[config.mk]
export PLATFORM = sky130hd
export DESIGN_NAME = muldiv_unit
export DESIGN_NICKNAME = d
export VERILOG_FILES = /design/src/rtl/muldiv_unit.sv
export SDC_FILE = /design/constraint.sdc
export NUM_CORES = 1
export LEC_CHECK = 0
export CORE_ASPECT_RATIO = 1.5
export CORE_UTILIZATION = 45
export CTS_CLUSTER_SIZE = 40
export DETAILED_ROUTE_END_ITERATION = 7
export GPL_TIMING_DRIVEN = 1
export PLACE_DENSITY = 0.74
export SYNTH_ARGS = -nofsm -noshare
export SYNTH_HDL_FRONTEND = slang
export SYNTH_SLANG_ARGS = --single-unit
[constraint.sdc]
create_clock -name clk -period 5.79 [get_ports clk]
set_input_delay 0.8685 -clock clk [delete_from_list [all_inputs] [get_ports clk]]
set_output_delay 0.8685 -clock clk [all_outputs]
set_load 0.01 [all_outputs]
[src/rtl/muldiv_unit.sv]
// muldiv_unit: HI/LO multiply/divide unit.
//   Iterative radix-2 multiply (or single-cycle when FAST_MUL != 0) and
//   restoring radix-2 divide, both on operand magnitudes with sign fix-up
//   on the final edge. MTHI/MTLO write HI or LO directly.
// Ports:
//   clk, rst      clock; asynchronous active-low reset
//   start_i       request, op_i/srca_i/srcb_i sampled on the accepting edge
//   op_i          000 MULT, 001 MULTU, 010 DIV, 011 DIVU, 100 MTHI, 101 MTLO
//   srca_i/srcb_i operands
//   flush_i       cancel in-flight operation (also drops a same-cycle start)
//   busy_o        operation in progress
//   done_o        one-cycle pulse after a HI/LO update
//   hi_o/lo_o     HI and LO registers
module muldiv_unit #(
    parameter int unsigned WIDTH    = 32,
    parameter int unsigned FAST_MUL = 0
) (
    input  logic             clk,
    input  logic             rst,
    input  logic             start_i,
    input  logic [2:0]       op_i,
    input  logic [WIDTH-1:0] srca_i,
    input  logic [WIDTH-1:0] srcb_i,
    input  logic             flush_i,
    output logic             busy_o,
    output logic             done_o,
    output logic [WIDTH-1:0] hi_o,
    output logic [WIDTH-1:0] lo_o
);

    localparam int unsigned CNT_W = $clog2(WIDTH + 1);

    localparam logic [2:0] OP_MULT  = 3'b000;
    localparam logic [2:0] OP_MULTU = 3'b001;
    localparam logic [2:0] OP_DIV   = 3'b010;
    localparam logic [2:0] OP_DIVU  = 3'b011;
    localparam logic [2:0] OP_MTHI  = 3'b100;
    localparam logic [2:0] OP_MTLO  = 3'b101;

    typedef enum logic {
        ST_IDLE = 1'b0,
        ST_RUN  = 1'b1
    } state_t;

    state_t             state_q, state_d;
    logic [CNT_W-1:0]   cnt_q, cnt_d;
    logic [WIDTH-1:0]   acc_hi_q, acc_hi_d;   // partial product high / remainder
    logic [WIDTH-1:0]   acc_lo_q, acc_lo_d;   // multiplier bits / dividend-quotient
    logic [WIDTH-1:0]   opnd_q, opnd_d;       // multiplicand / divisor magnitude
    logic               is_div_q, is_div_d;
    logic               neg_lo_q, neg_lo_d;   // negate product or quotient
    logic               neg_hi_q, neg_hi_d;   // negate remainder
    logic [WIDTH-1:0]   hi_q, hi_d;
    logic [WIDTH-1:0]   lo_q, lo_d;
    logic               done_q, done_d;

    // Operand signs and magnitudes for the signed ops
    logic               sgn_op, sa, sb;
    logic [WIDTH-1:0]   mag_a, mag_b;
    logic [2*WIDTH-1:0] ext_a, ext_b, fast_prod;

    assign sgn_op    = (op_i == OP_MULT) || (op_i == OP_DIV);
    assign sa        = sgn_op & srca_i[WIDTH-1];
    assign sb        = sgn_op & srcb_i[WIDTH-1];
    assign mag_a     = sa ? (-srca_i) : srca_i;
    assign mag_b     = sb ? (-srcb_i) : srcb_i;
    assign ext_a     = {{WIDTH{sa}}, srca_i};
    assign ext_b     = {{WIDTH{sb}}, srcb_i};
    assign fast_prod = ext_a * ext_b;

    // One shift-add multiply step
    logic [WIDTH:0]     mul_sum;
    logic [WIDTH-1:0]   mul_hi, mul_lo;
    logic [2*WIDTH-1:0] prod, prod_fix;

    assign mul_sum  = {1'b0, acc_hi_q} + (acc_lo_q[0] ? {1'b0, opnd_q} : '0);
    assign mul_hi   = mul_sum[WIDTH:1];
    assign mul_lo   = {mul_sum[0], acc_lo_q[WIDTH-1:1]};
    assign prod     = {mul_hi, mul_lo};
    assign prod_fix = neg_lo_q ? (-prod) : prod;

    // One restoring divide step; a zero divisor yields all-ones quotient
    logic [WIDTH:0]     div_sh;
    logic               div_ge;
    logic [WIDTH-1:0]   div_diff, div_hi, div_lo, div_q_fix, div_r_fix;

    assign div_sh    = {acc_hi_q, acc_lo_q[WIDTH-1]};
    assign div_ge    = div_sh >= {1'b0, opnd_q};
    assign div_diff  = div_sh[WIDTH-1:0] - opnd_q;
    assign div_hi    = div_ge ? div_diff : div_sh[WIDTH-1:0];
    assign div_lo    = {acc_lo_q[WIDTH-2:0], div_ge};
    assign div_q_fix = neg_lo_q ? (-div_lo) : div_lo;
    assign div_r_fix = neg_hi_q ? (-div_hi) : div_hi;

    // State and datapath registers
    always_ff @(posedge clk or negedge rst) begin
        if (!rst) begin
            state_q  <= ST_IDLE;
            cnt_q    <= '0;
            acc_hi_q <= '0;
            acc_lo_q <= '0;
            opnd_q   <= '0;
            is_div_q <= 1'b0;
            neg_lo_q <= 1'b0;
            neg_hi_q <= 1'b0;
            hi_q     <= '0;
            lo_q     <= '0;
            done_q   <= 1'b0;
        end else begin
            state_q  <= state_d;
            cnt_q    <= cnt_d;
            acc_hi_q <= acc_hi_d;
            acc_lo_q <= acc_lo_d;
            opnd_q   <= opnd_d;
            is_div_q <= is_div_d;
            neg_lo_q <= neg_lo_d;
            neg_hi_q <= neg_hi_d;
            hi_q     <= hi_d;
            lo_q     <= lo_d;
            done_q   <= done_d;
        end
    end

    // Next-state and datapath control
    always_comb begin
        state_d  = state_q;
        cnt_d    = cnt_q;
        acc_hi_d = acc_hi_q;
        acc_lo_d = acc_lo_q;
        opnd_d   = opnd_q;
        is_div_d = is_div_q;
        neg_lo_d = neg_lo_q;
        neg_hi_d = neg_hi_q;
        hi_d     = hi_q;
        lo_d     = lo_q;
        done_d   = 1'b0;

        case (state_q)
            ST_IDLE: begin
                if (start_i && !flush_i) begin
                    case (op_i)
                        OP_MULT, OP_MULTU: begin
                            if (FAST_MUL != 0) begin
                                hi_d   = fast_prod[2*WIDTH-1:WIDTH];
                                lo_d   = fast_prod[WIDTH-1:0];
                                done_d = 1'b1;
                            end else begin
                                state_d  = ST_RUN;
                                cnt_d    = CNT_W'(WIDTH);
                                acc_hi_d = '0;
                                acc_lo_d = mag_b;
                                opnd_d   = mag_a;
                                is_div_d = 1'b0;
                                neg_lo_d = sa ^ sb;
                                neg_hi_d = 1'b0;
                            end
                        end
                        OP_DIV, OP_DIVU: begin
                            state_d  = ST_RUN;
                            cnt_d    = CNT_W'(WIDTH);
                            acc_hi_d = '0;
                            acc_lo_d = mag_a;
                            opnd_d   = mag_b;
                            is_div_d = 1'b1;
                            // keep the all-ones quotient for a zero divisor
                            neg_lo_d = (sa ^ sb) && (srcb_i != '0);
                            neg_hi_d = sa;
                        end
                        OP_MTHI: begin
                            hi_d   = srca_i;
                            done_d = 1'b1;
                        end
                        OP_MTLO: begin
                            lo_d   = srca_i;
                            done_d = 1'b1;
                        end
                        default: ;
                    endcase
                end
            end
            ST_RUN: begin
                if (flush_i) begin
                    state_d = ST_IDLE;
                    cnt_d   = '0;
                end else begin
                    acc_hi_d = is_div_q ? div_hi : mul_hi;
                    acc_lo_d = is_div_q ? div_lo : mul_lo;
                    cnt_d    = cnt_q - CNT_W'(1);
                    if (cnt_q == CNT_W'(1)) begin
                        state_d = ST_IDLE;
                        done_d  = 1'b1;
                        if (is_div_q) begin
                            hi_d = div_r_fix;
                            lo_d = div_q_fix;
                        end else begin
                            hi_d = prod_fix[2*WIDTH-1:WIDTH];
                            lo_d = prod_fix[WIDTH-1:0];
                        end
                    end
                end
            end
        endcase
    end

    assign busy_o = (state_q == ST_RUN);
    assign done_o = done_q;
    assign hi_o   = hi_q;
    assign lo_o   = lo_q;

endmodule

==> Word level (Yosys, flattened, before mapping) <==
Cells that the tools add are included.
{ "word_totals": {"wordCells": 101, "input_bits": 71, "register_bits": 171, "out_inout_bits": 66} }
{ "op_classes": {"reduce_logical": 17, "muxes": 47, "magnitude_cmp": 1, "eq_ne": 13, "addsub": 8, "bitwise_logic": 4} }
{ "op_table": {"columns": ["op", "n"], "rows": [
  ["two-way mux 32 bit", 23],
  ["one-hot mux 32 bit (2 select lines)", 6],
  ["negator 32 bit", 4],
  ["two-way mux 64 bit", 1],
  ["negator 64 bit", 1],
  ["adder 32 x 32 -> 33 bit", 1],
  ["greater-or-equal comparator 33 x 32 -> 1 bit", 1],
  ["nonzero test 32 bit", 1],
  ["subtractor 32 bit", 1],
  ["two-way mux 6 bit", 3],
  ["one-hot mux 6 bit (2 select lines)", 1],
  ["one-hot mux 1 bit (2 select lines)", 5],
  ["AND reduction 3 bit", 3],
  ["two-way mux 1 bit", 8],
  ["AND reduction 4 bit", 2],
  ["equality test 3 x 2 -> 1 bit, second input constant", 2],
  ["equality test 3 bit, second input constant", 2],
  ["equality test 6 x 1 -> 1 bit, second input constant", 1],
  ["!= test 2 x 1 -> 1 bit, second input constant", 3],
  ["!= test 2 bit, second input constant", 3],
  ["OR reduction 2 bit", 3],
  ["subtractor 6 x 1 -> 6 bit, second input constant", 1],
  ["OR reduction 4 bit", 1],
  ["equality test 3 x 1 -> 1 bit, second input constant", 1],
  ["10 further kinds", 12]
]} }

==> Longest topological paths before layout <==
{ "logic_depth": {"word_depth": 8, "ltp_mapped": 24, "depth_no_buf": 19} }

==> Worst setup path after synthesis <==
No wires, ideal clock.
{ "synth_timing": {"path_kind": "register to register", "startpoint": "register acc_hi_q[1]", "endpoint": "register lo_q[26], in the netlist lo_o[26]", "required_ps": 5713, "setup_ps": 77, "slack_ps": 725, "period_less_slack_ps": 5065, "stages_incl_launch_ff": 23, "n_path_buf": 5, "t_arrival_ps": 4988, "cell_sequence": "dfrtp_1 -> ha_1 -> o211ai_1 -> a21oi_1 -> o21ai_0 -> a31oi_1 -> or2_2 -> clkbuf_1 -> inv_1 -> clkbuf_1 -> clkbuf_1 -> clkbuf_1 -> ha_1 -> clkbuf_1 -> inv_1 -> or3_1 -> or3_1 -> o31ai_1 -> xnor2_1 -> nand2_1 -> o21ai_0 -> mux2i_1 -> a21oi_1"} }
{ "synth_via": {"elab_chain_cells": 7} }
{ "synth_rtl": {"columns": ["element", "line", "source"], "rows": [
  ["start: declaration", "47", "logic [WIDTH-1:0] acc_hi_q, acc_hi_d;"],
  ["start signal: assignment", "112", "acc_hi_q <= acc_hi_d;"],
  ["greater-or-equal comparator 33 x 32 -> 1 bit", "88", "assign div_ge = div_sh >= {1'b0, opnd_q};"],
  ["negator 32 bit", "92", "assign div_q_fix = neg_lo_q ? (-div_lo) : div_lo;"],
  ["two-way mux 32 bit", "92", null],
  ["two-way mux 32 bit", "192", "if (is_div_q) begin"],
  ["two-way mux 32 bit", "189", "if (cnt_q == CNT_W'(1)) begin"],
  ["two-way mux 32 bit", "182", "if (flush_i) begin"],
  ["one-hot mux 32 bit (2 select lines)", "138", "case (state_q)"],
  ["end signal: assignment", "119", "lo_q <= lo_d;"],
  ["end: declaration", "54", "logic [WIDTH-1:0] lo_q, lo_d;"]
]} }
No other way between the ends. The select of a mux whose other input is x is not followed.
A chain may end at the register's enable or synchronous reset.

==> Final worst setup path <==
{ "layout_timing": {"startpoint": "register acc_lo_q[31]", "endpoint": "register hi_q[23], in the netlist hi_o[23]"} }
{ "layout_via": {"elab_chain_cells": 8, "elab_cells_between_ends": 11, "classes_between": "3 x add/sub; 1 x order compare; 7 x mux"} }
{ "layout_rtl": {"columns": ["element", "line", "source"], "rows": [
  ["start: declaration", "48", "logic [WIDTH-1:0] acc_lo_q, acc_lo_d;"],
  ["start signal: assignment", "113", "acc_lo_q <= acc_lo_d;"],
  ["subtractor 32 bit / greater-or-equal comparator 33 x 32 -> 1 bit (equally long branches)", "89, 88", null],
  ["two-way mux 32 bit", "90", "assign div_hi = div_ge ? div_diff : div_sh[WIDTH-1:0];"],
  ["negator 32 bit", "93", "assign div_r_fix = neg_hi_q ? (-div_hi) : div_hi;"],
  ["two-way mux 32 bit", "93", null],
  ["two-way mux 32 bit (*)", "192", null],
  ["two-way mux 32 bit (*)", "189", null],
  ["two-way mux 32 bit (*)", "182", null],
  ["one-hot mux 32 bit (2 select lines) (*)", "138", null],
  ["end signal: assignment", "118", "hi_q <= hi_d;"],
  ["end: declaration", "53", "logic [WIDTH-1:0] hi_q, hi_d;"]
]} }
Mark *: on every way between the ends. The rest lies on a longest branch, timed or not. The select of a mux whose other input is x is not followed.

==> flow_summary.yaml <==
clock_network:
  cts_hold_buf: 0
  clock_latency_ns: 0.49
  cts_made_buffers: 17
  path_clk_slew_ns: 0.10
  clock_path_buffers: 2
  cts_setup_buffers: 0
  cts_tree: "yes"
  clockRootBuffer: "clkbuf_16"
  htreeDepth: 4
  clock-sinks: 171
flow_run:
  maxCapViolCount: 0
sta:
  maxSlewHeadroom_pct: 19.4
  min_period_over_period_pct: 92.9
  fmax_ghz: 0.186
  min_period_ns: 5.38
  grt_setup_unrepaired: "no"
  fin_ws_ns: 0.410
  setup_viol: 0
  finalClockSkew_ns: 0.0304
  finalHoldViolCount: 0
  hold_ws_ns: 0.195
  fin_tns_setup_ns: 0
  tightest_slew_ns: 1.21
  finalMaxSlewViolations: 0
floorplanning:
  dieArea_um2: 40300
  die_h_um: 245
  rows: 88
  die_w_um: 164
  io_pins: 137
  core-area_um2: 38600
  start_util_pct: 46.0
synth:
  synth_top_cell_by_area: "dfrtp_1"
  synth_edf_count: 0
  synth_cells: 2474
  ys_seq_area_share_pct: 24.1
  avgSynthCellArea_um2: 7.18
  ys_seq_elements: 171
  syn-num-nets: 2618
  synth_area_leaders: "dfrtp_1 (24%), nand2_1 (7.2%), a21oi_1 (7.0%), o21ai_0 (7.0%), xnor2_1 (6.2%)"
  synth.distinct_cells: 78
  async_flop_share_pct: 100
  synth.top_cell.area_share_pct: 24.1
  ys_warn_count: 0
  syn-cell-area_um2: 17800
  ys.flop_type: "dfrtp_1"
placement:
  pre_cts_ws_ns: 0.434
  place.gp.congestion: 1.06
  post-dp-hpwl_um: 67000
  io_buffer_count: 136
routing:
  wirelength_um: 86800
  ant_nets: 0
  via_count: 19600
  drc: 2
  viasPerCell: 6.48
  drt_iter0_markers: 2101
  dr.pass1.iters: 8
  wl_per_cell_um: 28.7
power_and_ir_drop:
  power_density_nw_per_um2: 471
  leakage_uw: 0.00815
  ir_drop_mv: 0.249
setup_path:
  crit_type: "reg2reg"
  critPathLaunchType: "flop"
  critPathRequiredTime_ns: 6.21
  critical_path.max_fanout: 4
  cp-end-kind: "flop"
  r2r_cells: 15
  cp.arrival_ns: 5.80
status:
  violations: "DRC"
  outcome: "finished with violations"
grt:
  antenna_found_initial: 10
  grt.overflow.total: 0
  grt_pass1_vias: 19400
  grt_pass1_wl_um: 126000
  grt_util_all_layers_pct: 43.8
  grt_start_max_net_pins: 160
worst_hold_path:
  hp-class: "in2async"
finish:
  layout-drive-gt1-share_pct: 6.06
  nFillCells: 3836
  syn2layout_area_growth_pct: 13.5
  fin_nets: 2654
report_power, final:
group	total (µW)	internal, µW	switching (µW)
clock	1230	588	644
combinational	6200	2170	4030
sequential	2070	1560	513
per-layer routing:
metal | global-route usage (%) | vias to the layer above | wire length [µm]
met2 | 74.5 | 949 | 42700
met4 | 44.7 | 8 | 10100
met1 | 42.4 | 9314 | 27900
met5 | 0 | - | 51
met3 | 9.60 | 390 | 5970
li1 | - | 8916 | -
worst max-delay path, cell delays in order, from the launching register on:
cell      delay [ns]
dfrtp_1         0.42
inv_1           0.07
ha_1            0.18
inv_1           0.06
fa_1            0.41
a21o_1          0.21
a221oi_1        0.56
o21ai_0         0.23
a21boi_0        0.27
xnor2_1         0.23
nor4_1          0.64
a31oi_1         0.34
o41ai_1         0.50
xor2_1          0.83
o221ai_1        0.20
a21oi_1         0.17
through the flow:
step / area [µm²] / total power, µW / std cells / utilization, %
finish: 20200 / 9500 / 3021 / 52.2
global route: 20200 / 9980 / 3018 / 52.2
CTS: 20200 / 9240 / 3018 / 52.2
detailed placement: 19500 / 8000 / 2986 / 50.5
global placement: 19500 / 7950 / 2986 / 50.5
floorplan: 17800 / 5590 / 2474 / -
logic make-up (layout without fill, tap and decap cells):
group / Yosys count / count (layout) / synth area share [%]
other: 0 / 3 / 0
AND/OR/NAND/NOR: 897 / 897 / 23.2
XOR/XNOR: 225 / 225 / 11.1
adder cells (fa/ha/maj): 73 / 73 / 5.22
flip-flops: 171 / 171 / 24.1
multiplexers: 73 / 73 / 4.30
buffers and inverters: 244 / 293 / 5.23
AO/OA/AOI/OAI: 791 / 791 / 26.9
path summary, 6_finish.rpt:
check | start | end | slack, ns
max | acc_lo_q[31] | hi_o[23] | 0.41
min | rst | is_div_q | 0.20
max reg2reg | acc_lo_q[31] | hi_o[23] | 0.41
min reg2reg | hi_o[0] | hi_o[0] | 0.48
max in group asynchronous | rst | hi_o[4] | 4.36
min in group clk | hi_o[0] | hi_o[0] | 0.48
synth_stat cells, drive strengths merged, types with 8 or more instances:
cell / instances
or3: 35
nand2: 339
clkbuf: 152
o31ai: 34
xor2: 99
o211ai: 31
mux2i: 47
a221oi: 9
a211oi: 45
a21o: 21
ha: 71
a32o: 8
o21ai: 260
nand3: 34
a31oi: 33
buf: 22
and2: 15
dfrtp: 171
nor3: 56
or4: 12
nand2b: 18
nor4: 20
nor2: 252
inv: 67
nand4: 29
a22o: 11
and3: 20
mux2: 26
nor2b: 17
or2: 18
a21boi: 12
xnor2: 126
a21oi: 248
o21a: 13
o41ai: 11
a41oi: 8
cell usage in the layout, fill, tap and decap left out, types with 56 or more instances in the layout:
cell	netlist	routed
nor2_1	252	251
nor3_1	56	56
a21oi_1	248	247
xor2_1	99	99
ha_1	71	71
nand2_1	339	338
dfrtp_1	171	168
inv_1	67	66
clkdlybuf4s50_1	0	135
o21ai_0	247	246
xnor2_1	126	126
layout make-up:
class                      instances  area (µm²)  share of cell area [%]
multi-input combinational       2059       12600                    62.4
sequential                       171        4290                    21.3
timing repair buffer             191        1790                    8.86
tap                              495         619                    3.07
clock buffer                      17         425                    2.11
inverter                          70         263                    1.30
clock inverter                    15         195                   0.968
antenna                            3        7.51                  0.0372
flip-flops by register name (all words and copies together) (netlist names):
name,flops
lo_o,32
done_o,1
hi_o,32
busy_o,1
cnt_q,6
opnd_q,32
neg_hi_q,1
neg_lo_q,1
is_div_q,1
acc_hi_q,32
acc_lo_q,32
timing repair:
action                     4_1_cts  5_1_grt
hold endpoints to repair         0        0
gates resized for setup          0        2
setup endpoints to repair        0        2
No activity file was read; power rests on OpenSTA's default activity.
